<file path="config.mk">
export PLATFORM = sky130hd
export DESIGN_NAME = cpu_core_param
export DESIGN_NICKNAME = d
export VERILOG_FILES = /design/src/rtl/cpu_core_param.sv
export SDC_FILE = /design/constraint.sdc
export NUM_CORES = 1
export LEC_CHECK = 0
export CORE_MARGIN = 2
export CORE_UTILIZATION = 40
export CTS_BUF_LIST = sky130_fd_sc_hd__clkbuf_4
export DETAILED_ROUTE_END_ITERATION = 10
export PLACE_DENSITY = 0.61
export REMOVE_ABC_BUFFERS = 1
export SYNTH_ARGS = -nofsm -noshare
export SYNTH_HDL_FRONTEND = slang
export SYNTH_SLANG_ARGS = --single-unit
</file>
<file path="constraint.sdc">
create_clock -name clk -period 2.63 [get_ports clk]
set_clock_uncertainty 0.05 [all_clocks]
set_input_delay 0.526 -clock clk [delete_from_list [all_inputs] [get_ports clk]]
set_output_delay 0.526 -clock clk [all_outputs]
set_load 0.01 [all_outputs]
</file>
<file path="src/rtl/cpu_core_param.sv">
// Multi-cycle accumulator core with parameterised data and address widths.
// A single unified memory port with a ready handshake serves fetch, operand and data traffic.
module cpu_core_param #(
  parameter int                 DATA_W   = 8,
  parameter int                 ADDR_W   = 16,
  parameter logic [ADDR_W-1:0]  RESET_PC = '0
) (
  input  logic              clk,
  input  logic              reset,
  output logic [ADDR_W-1:0] mem_addr,
  output logic              mem_rd,
  output logic              mem_wr,
  output logic [DATA_W-1:0] mem_wdata,
  input  logic [DATA_W-1:0] mem_rdata,
  input  logic              mem_ready,
  output logic              halt,
  output logic              instr_done,
  output logic [DATA_W-1:0] acc_out,
  output logic [DATA_W-1:0] x_out,
  output logic [ADDR_W-1:0] pc_out,
  output logic [2:0]        flags_out
);

  typedef enum logic [2:0] {S_FETCH, S_OPERAND, S_MEM, S_EXEC, S_HALTED} state_t;

  localparam logic [3:0] OP_LDI = 4'h1, OP_LDA = 4'h2, OP_STA = 4'h3, OP_ADD = 4'h4,
                         OP_SUB = 4'h5, OP_AND = 4'h6, OP_OR  = 4'h7, OP_XOR = 4'h8,
                         OP_TAX = 4'h9, OP_TXA = 4'hA, OP_INX = 4'hB, OP_JMP = 4'hC,
                         OP_JZ  = 4'hD, OP_JC  = 4'hE, OP_HLT = 4'hF;

  state_t            state, state_nxt;
  logic [3:0]        ir;
  logic [DATA_W-1:0] opnd, mdr, acc, x;
  logic [ADDR_W-1:0] pc, opnd_addr;
  logic [2:0]        flags;                 // {N,C,Z}

  logic [3:0]        fop;
  logic              fetch_has_opnd, ir_is_mem;
  logic [DATA_W:0]   sum, diff;
  logic [DATA_W-1:0] acc_n, x_n;
  logic [2:0]        flags_n;
  logic              c_n, acc_wr, jump;

  assign opnd_addr      = ADDR_W'(opnd);
  assign fop            = mem_rdata[3:0];
  assign fetch_has_opnd = (fop >= OP_LDI && fop <= OP_XOR) || (fop >= OP_JMP && fop <= OP_JC);
  assign ir_is_mem      = (ir >= OP_LDA && ir <= OP_XOR);

  // FSM: next state and memory-port controls
  always_comb begin
    state_nxt  = state;
    mem_rd     = 1'b0;
    mem_wr     = 1'b0;
    mem_addr   = pc;
    instr_done = 1'b0;
    case (state)
      S_FETCH: begin
        mem_rd = 1'b1;
        if (mem_ready) state_nxt = fetch_has_opnd ? S_OPERAND : S_EXEC;
      end
      S_OPERAND: begin
        mem_rd = 1'b1;
        if (mem_ready) state_nxt = ir_is_mem ? S_MEM : S_EXEC;
      end
      S_MEM: begin
        mem_addr = opnd_addr;
        if (ir == OP_STA) begin
          mem_wr = 1'b1;
          if (mem_ready) begin
            instr_done = 1'b1;
            state_nxt  = S_FETCH;
          end
        end else begin
          mem_rd = 1'b1;
          if (mem_ready) state_nxt = S_EXEC;
        end
      end
      S_EXEC: begin
        instr_done = 1'b1;
        state_nxt  = (ir == OP_HLT) ? S_HALTED : S_FETCH;
      end
      default: ;
    endcase
    // Requests must vanish the instant reset rises, before the async clear lands.
    if (reset) begin
      mem_rd     = 1'b0;
      mem_wr     = 1'b0;
      instr_done = 1'b0;
    end
  end

  always_ff @(posedge clk or posedge reset)
    if (reset) state <= S_FETCH;
    else       state <= state_nxt;

  assign sum  = {1'b0, acc} + {1'b0, mdr};
  assign diff = {1'b0, acc} - {1'b0, mdr};   // top bit is the unsigned borrow

  // EXEC register-update results
  always_comb begin
    acc_n  = acc;
    x_n    = x;
    c_n    = flags[1];
    acc_wr = 1'b0;
    jump   = 1'b0;
    case (ir)
      OP_LDI: begin acc_n = opnd;                 acc_wr = 1'b1; end
      OP_LDA: begin acc_n = mdr;                  acc_wr = 1'b1; end
      OP_ADD: begin acc_n = sum[DATA_W-1:0];      c_n = sum[DATA_W];  acc_wr = 1'b1; end
      OP_SUB: begin acc_n = diff[DATA_W-1:0];     c_n = diff[DATA_W]; acc_wr = 1'b1; end
      OP_AND: begin acc_n = acc & mdr;            c_n = 1'b0; acc_wr = 1'b1; end
      OP_OR:  begin acc_n = acc | mdr;            c_n = 1'b0; acc_wr = 1'b1; end
      OP_XOR: begin acc_n = acc ^ mdr;            c_n = 1'b0; acc_wr = 1'b1; end
      OP_TAX: x_n = acc;
      OP_TXA: begin acc_n = x;                    acc_wr = 1'b1; end
      OP_INX: x_n = x + DATA_W'(1);
      OP_JMP: jump = 1'b1;
      OP_JZ:  jump = flags[0];
      OP_JC:  jump = flags[1];
      default: ;
    endcase
    flags_n = acc_wr ? {acc_n[DATA_W-1], c_n, (acc_n == '0)} : flags;
  end

  always_ff @(posedge clk or posedge reset) begin
    if (reset) begin
      pc    <= RESET_PC;
      ir    <= '0;
      opnd  <= '0;
      mdr   <= '0;
      acc   <= '0;
      x     <= '0;
      flags <= '0;
    end else begin
      case (state)
        S_FETCH: if (mem_ready) begin
          ir <= fop;
          pc <= pc + ADDR_W'(1);
        end
        S_OPERAND: if (mem_ready) begin
          opnd <= mem_rdata;
          pc   <= pc + ADDR_W'(1);
        end
        S_MEM: if (mem_ready && ir != OP_STA) mdr <= mem_rdata;
        S_EXEC: begin
          acc   <= acc_n;
          x     <= x_n;
          flags <= flags_n;
          if (jump) pc <= opnd_addr;
        end
        default: ;
      endcase
    end
  end

  assign mem_wdata = acc;
  assign halt      = (state == S_HALTED);
  assign acc_out   = acc;
  assign x_out     = x;
  assign pc_out    = pc;
  assign flags_out = flags;

endmodule

</file>
==> insert_results.sql <==
INSERT INTO impl_metrics (metric_group, metric, value, unit) VALUES
('synthesis', 'synth_simple_gate_area_share', '20.8', '%'),
('synthesis', 'dominantRegCellSynth', 'dfrtp_1', ''),
('synthesis', 'async_flop_share', '100', '%'),
('synthesis', 'synthTopCellsByCount', '58 x dfrtp_1, 58 x nor2_1, 51 x a21oi_1, 41 x nand2_1, 32 x o21ai_0', ''),
('floorplanning', 'core_area', '0.0114', 'sq mm'),
('status', 'result_of_the_run', 'complete, but fails checks', ''),
('sta', 'post-route-min-period', '2.73', 'ns'),
('critical_path', 'worst-path-stages', '10', ''),
('route', 'first_iter_violations', '344', ''),
('final_layout', 'layout-drive-gt1-share', '22.8', '%'),
('sta', 'timing_hold_violations_final', '0', ''),
('power', 'powerDensity', '1480', 'mW/mm^2'),
('placement', 'post-dp-hpwl', '11900', 'um'),
('power', 'power_leakage', '0.00279', 'uW'),
('critical_path', 'cp_max_fo', '3', ''),
('final_layout', 'utilization', '55.1', '%'),
('power', 'worst_ir_drop_vdd', '594', 'uV'),
('critical_path', 'worstSetupEndpointType', 'flop', ''),
('placement', 'total_placed_cells_including_tap_cells', '812', ''),
('synthesis', 'synthTopCellsByArea', 'dfrtp_1 31%, ha_1 7.0%, mux2_2 6.5%, a21oi_1 5.5%, nor2_1 4.7%', ''),
('floorplanning', 'std_cell_rows', '39', ''),
('synthesis', 'synth_edf_count', '0', ''),
('final_layout', 'nNetsFinal', '724', ''),
('status', 'failed_checks', 'negative setup slack', ''),
('synthesis', 'synth_largest_area_cell', 'dfrtp_1', ''),
('sta', 'slew_at_the_pin_closest_to_its_max_slew_limit', '0.605', 'ns'),
('synthesis', 'post_synthesis_compound_gate_area_fraction', '22.5', '%'),
('floorplanning', 'top_level_ports', '74', ''),
('route', 'drcViolationCount', '0', ''),
('synthesis', 'netlist_area', '0.00468', 'sq mm'),
('clock_tree', 'clock-root-buffer', 'clkbuf_4', ''),
('critical_path', 'rr_worst_depth', '10', ''),
('synthesis', 'yosys-mux-area-fraction', '8.43', '%'),
('synthesis', 'synth_sequential_area_ratio', '31.0', '%'),
('route', 'routed_via_density', '5.73', ''),
('final_layout', 'insertedDiodeCount', '0', ''),
('sta', 'slew_headroom', '59.6', '%'),
('sta', 'min_period_over_period', '104', '%'),
('route', 'wl_per_cell', '19.0', 'um'),
('critical_path', 'path_cells', 'ha_4 > inv_2 > fa_2 > or3b_4 > and3_4 > a221oi_4 > o221ai_2 > o32a_1 > a2111oi_2 > a32o_2', ''),
('global_route', 'number_of_global_route_vias_before_repair', '4795', ''),
('floorplanning', 'die_x', '112', 'um'),
('synthesis', 'avg_inst_size_synth', '8.38', 'sq um'),
('critical_path', 'required_worst_endpoint', '2.97', 'ns'),
('route', 'drtAntennaViolNets', '0', ''),
('route', 'drt_pre_antenna_iters', '5', ''),
('global_route', 'grtUsageTotal', '25.1', '%'),
('clock_tree', 'cts_max_path_buffers', '2', ''),
('sta', 'final.setup.worst_slack', '-0.0953', 'ns'),
('worst_hold_path', 'hold_path_class', 'in2async', ''),
('sta', 'setup_viol_count_final', '1', ''),
('sta', 'holdWs', '0.372', 'ns'),
('clock_tree', 'clock_insertion_delay_worst_skew', '0.44', 'ns'),
('synthesis', 'synth_top_area_share', '31.0', '%'),
('sta', 'slew_viols_final', '0', ''),
('synthesis', 'yosysWarnings', '0', ''),
('synthesis', 'synth_top_family_by_area', 'compound AO/OA/AOI/OAI gates', ''),
('clock_tree', 'worst_setup_hold_path_clk_slew', '0.13', 'ns'),
('synthesis', 'yosys_register_bits', '58', ''),
('route', 'route.vias.total', '4770', ''),
('floorplanning', 'die_h', '112', 'um'),
('global_route', 'grt_overflow', '0', ''),
('final_layout', 'nFillCells', '1108', ''),
('final_layout', 'syn2layout_area_growth', '34.7', '%'),
('critical_path', 'worstSetupPathType', 'reg2reg', ''),
('clock_tree', 'tritoncts.num_buffers', '9', ''),
('floorplanning', 'design.die.area', '0.0126', 'sq mm'),
('global_route', 'grt_pass1_wl', '25100', 'um'),
('critical_path', 'critPathSlowestCell', 'dfrtp_1', ''),
('sta', 'rsz0062_at_grt', 'yes', ''),
('critical_path', 'cp_slowest_stage_delay', '0.44', 'ns');
## sequential cells by signal (all words and copies together) (netlist names)
name       count
pc_out        16
x_out          8
acc_out        8
flags_out      3
mdr            8
state          3
opnd           8
ir             4
## report_power, final
part | switching, uW | total (uW) | internal, uW
clock network | 400 | 701 | 301
logic | 3550 | 6840 | 3290
registers | 473 | 1750 | 1280
## layer usage
metal	wire length [um]	global-route usage, %
met1	6870	32.7
met2	7510	41.4
met3	982	4.16
met4	487	10.4
met5	0	0
## worst paths after layout
path | endpoint | slack (ns) | startpoint
min | pc_out[3] | 0.37 | reset
max | flags_out[0] | -0.1 | mdr[0]
max in group asynchronous | ir[0] | 1.60 | reset
max reg2reg | flags_out[0] | -0.1 | mdr[0]
min reg2reg | flags_out[2] | 0.47 | flags_out[2]
min in group clk | flags_out[2] | 0.47 | flags_out[2]
## repair_timing
| item | 4_1_cts | 5_1_grt |
|---|---|---|
| buffers inserted | 5 | 0 |
| setup endpoints to repair | 20 | 5 |
| resized for setup | 37 | 7 |
| hold buffers | 0 | 0 |
| gates cloned | 0 | 0 |
| pin swaps | 7 | 2 |
## placed cells by master, fill, tap and decap left out, types with 3 or more instances in the layout
master	synthesis	layout
o21bai_1	3	3
a31oi_1	8	8
dfrtp_1	58	57
o21ai_1	3	3
a21boi_0	3	3
and2_1	4	4
nor3_1	8	8
o22ai_1	10	10
a211oi_1	6	4
dlygate4sd2_1	0	17
inv_1	30	26
nor2b_1	20	17
nand3b_1	3	3
buf_4	9	77
xnor2_1	5	5
nand3_1	22	22
a21oi_1	51	50
o211ai_1	3	3
ha_1	26	24
mux2_2	27	27
nor2_1	58	58
o21ai_0	32	32
buf_6	1	3
buf_12	0	4
nand2b_1	7	7
and3_1	6	6
nand2_1	41	40
mux2i_1	9	9
clkbuf_4	0	10
inv_2	1	5
xor2_1	7	7
nor3b_1	4	4
clkdlybuf4s50_1	0	55
## cell families after synthesis
family | after synthesis
AND/OR/NAND/NOR | 192
AO/OA/AOI/OAI | 159
buffers and inverters | 72
flip-flops | 58
multiplexers | 36
adder cells (fa/ha/maj) | 29
XOR/XNOR | 12
## stage by stage
stage | power (uW) | setup WS, ns
floorplan | 5190 | -0.321
global placement | 8220 | -0.181
detailed placement | 8240 | -0.213
CTS | 9120 | -0.140
global route | 9960 | -0.263
finish | 9290 | -0.0953
## layout make-up
cell class / count / area [sq um] / share of cell area (%)
multi-input cells: 428 / 3000 / 47.7
clock buffers: 10 / 75.1 / 1.19
inverters: 31 / 116 / 1.85
flip-flops and latches: 58 / 1450 / 23.1
well taps: 143 / 179 / 2.84
repair buffers: 157 / 1400 / 22.3
clock inverters: 6 / 67.6 / 1.07
Power figures use the tool's default switching activity.
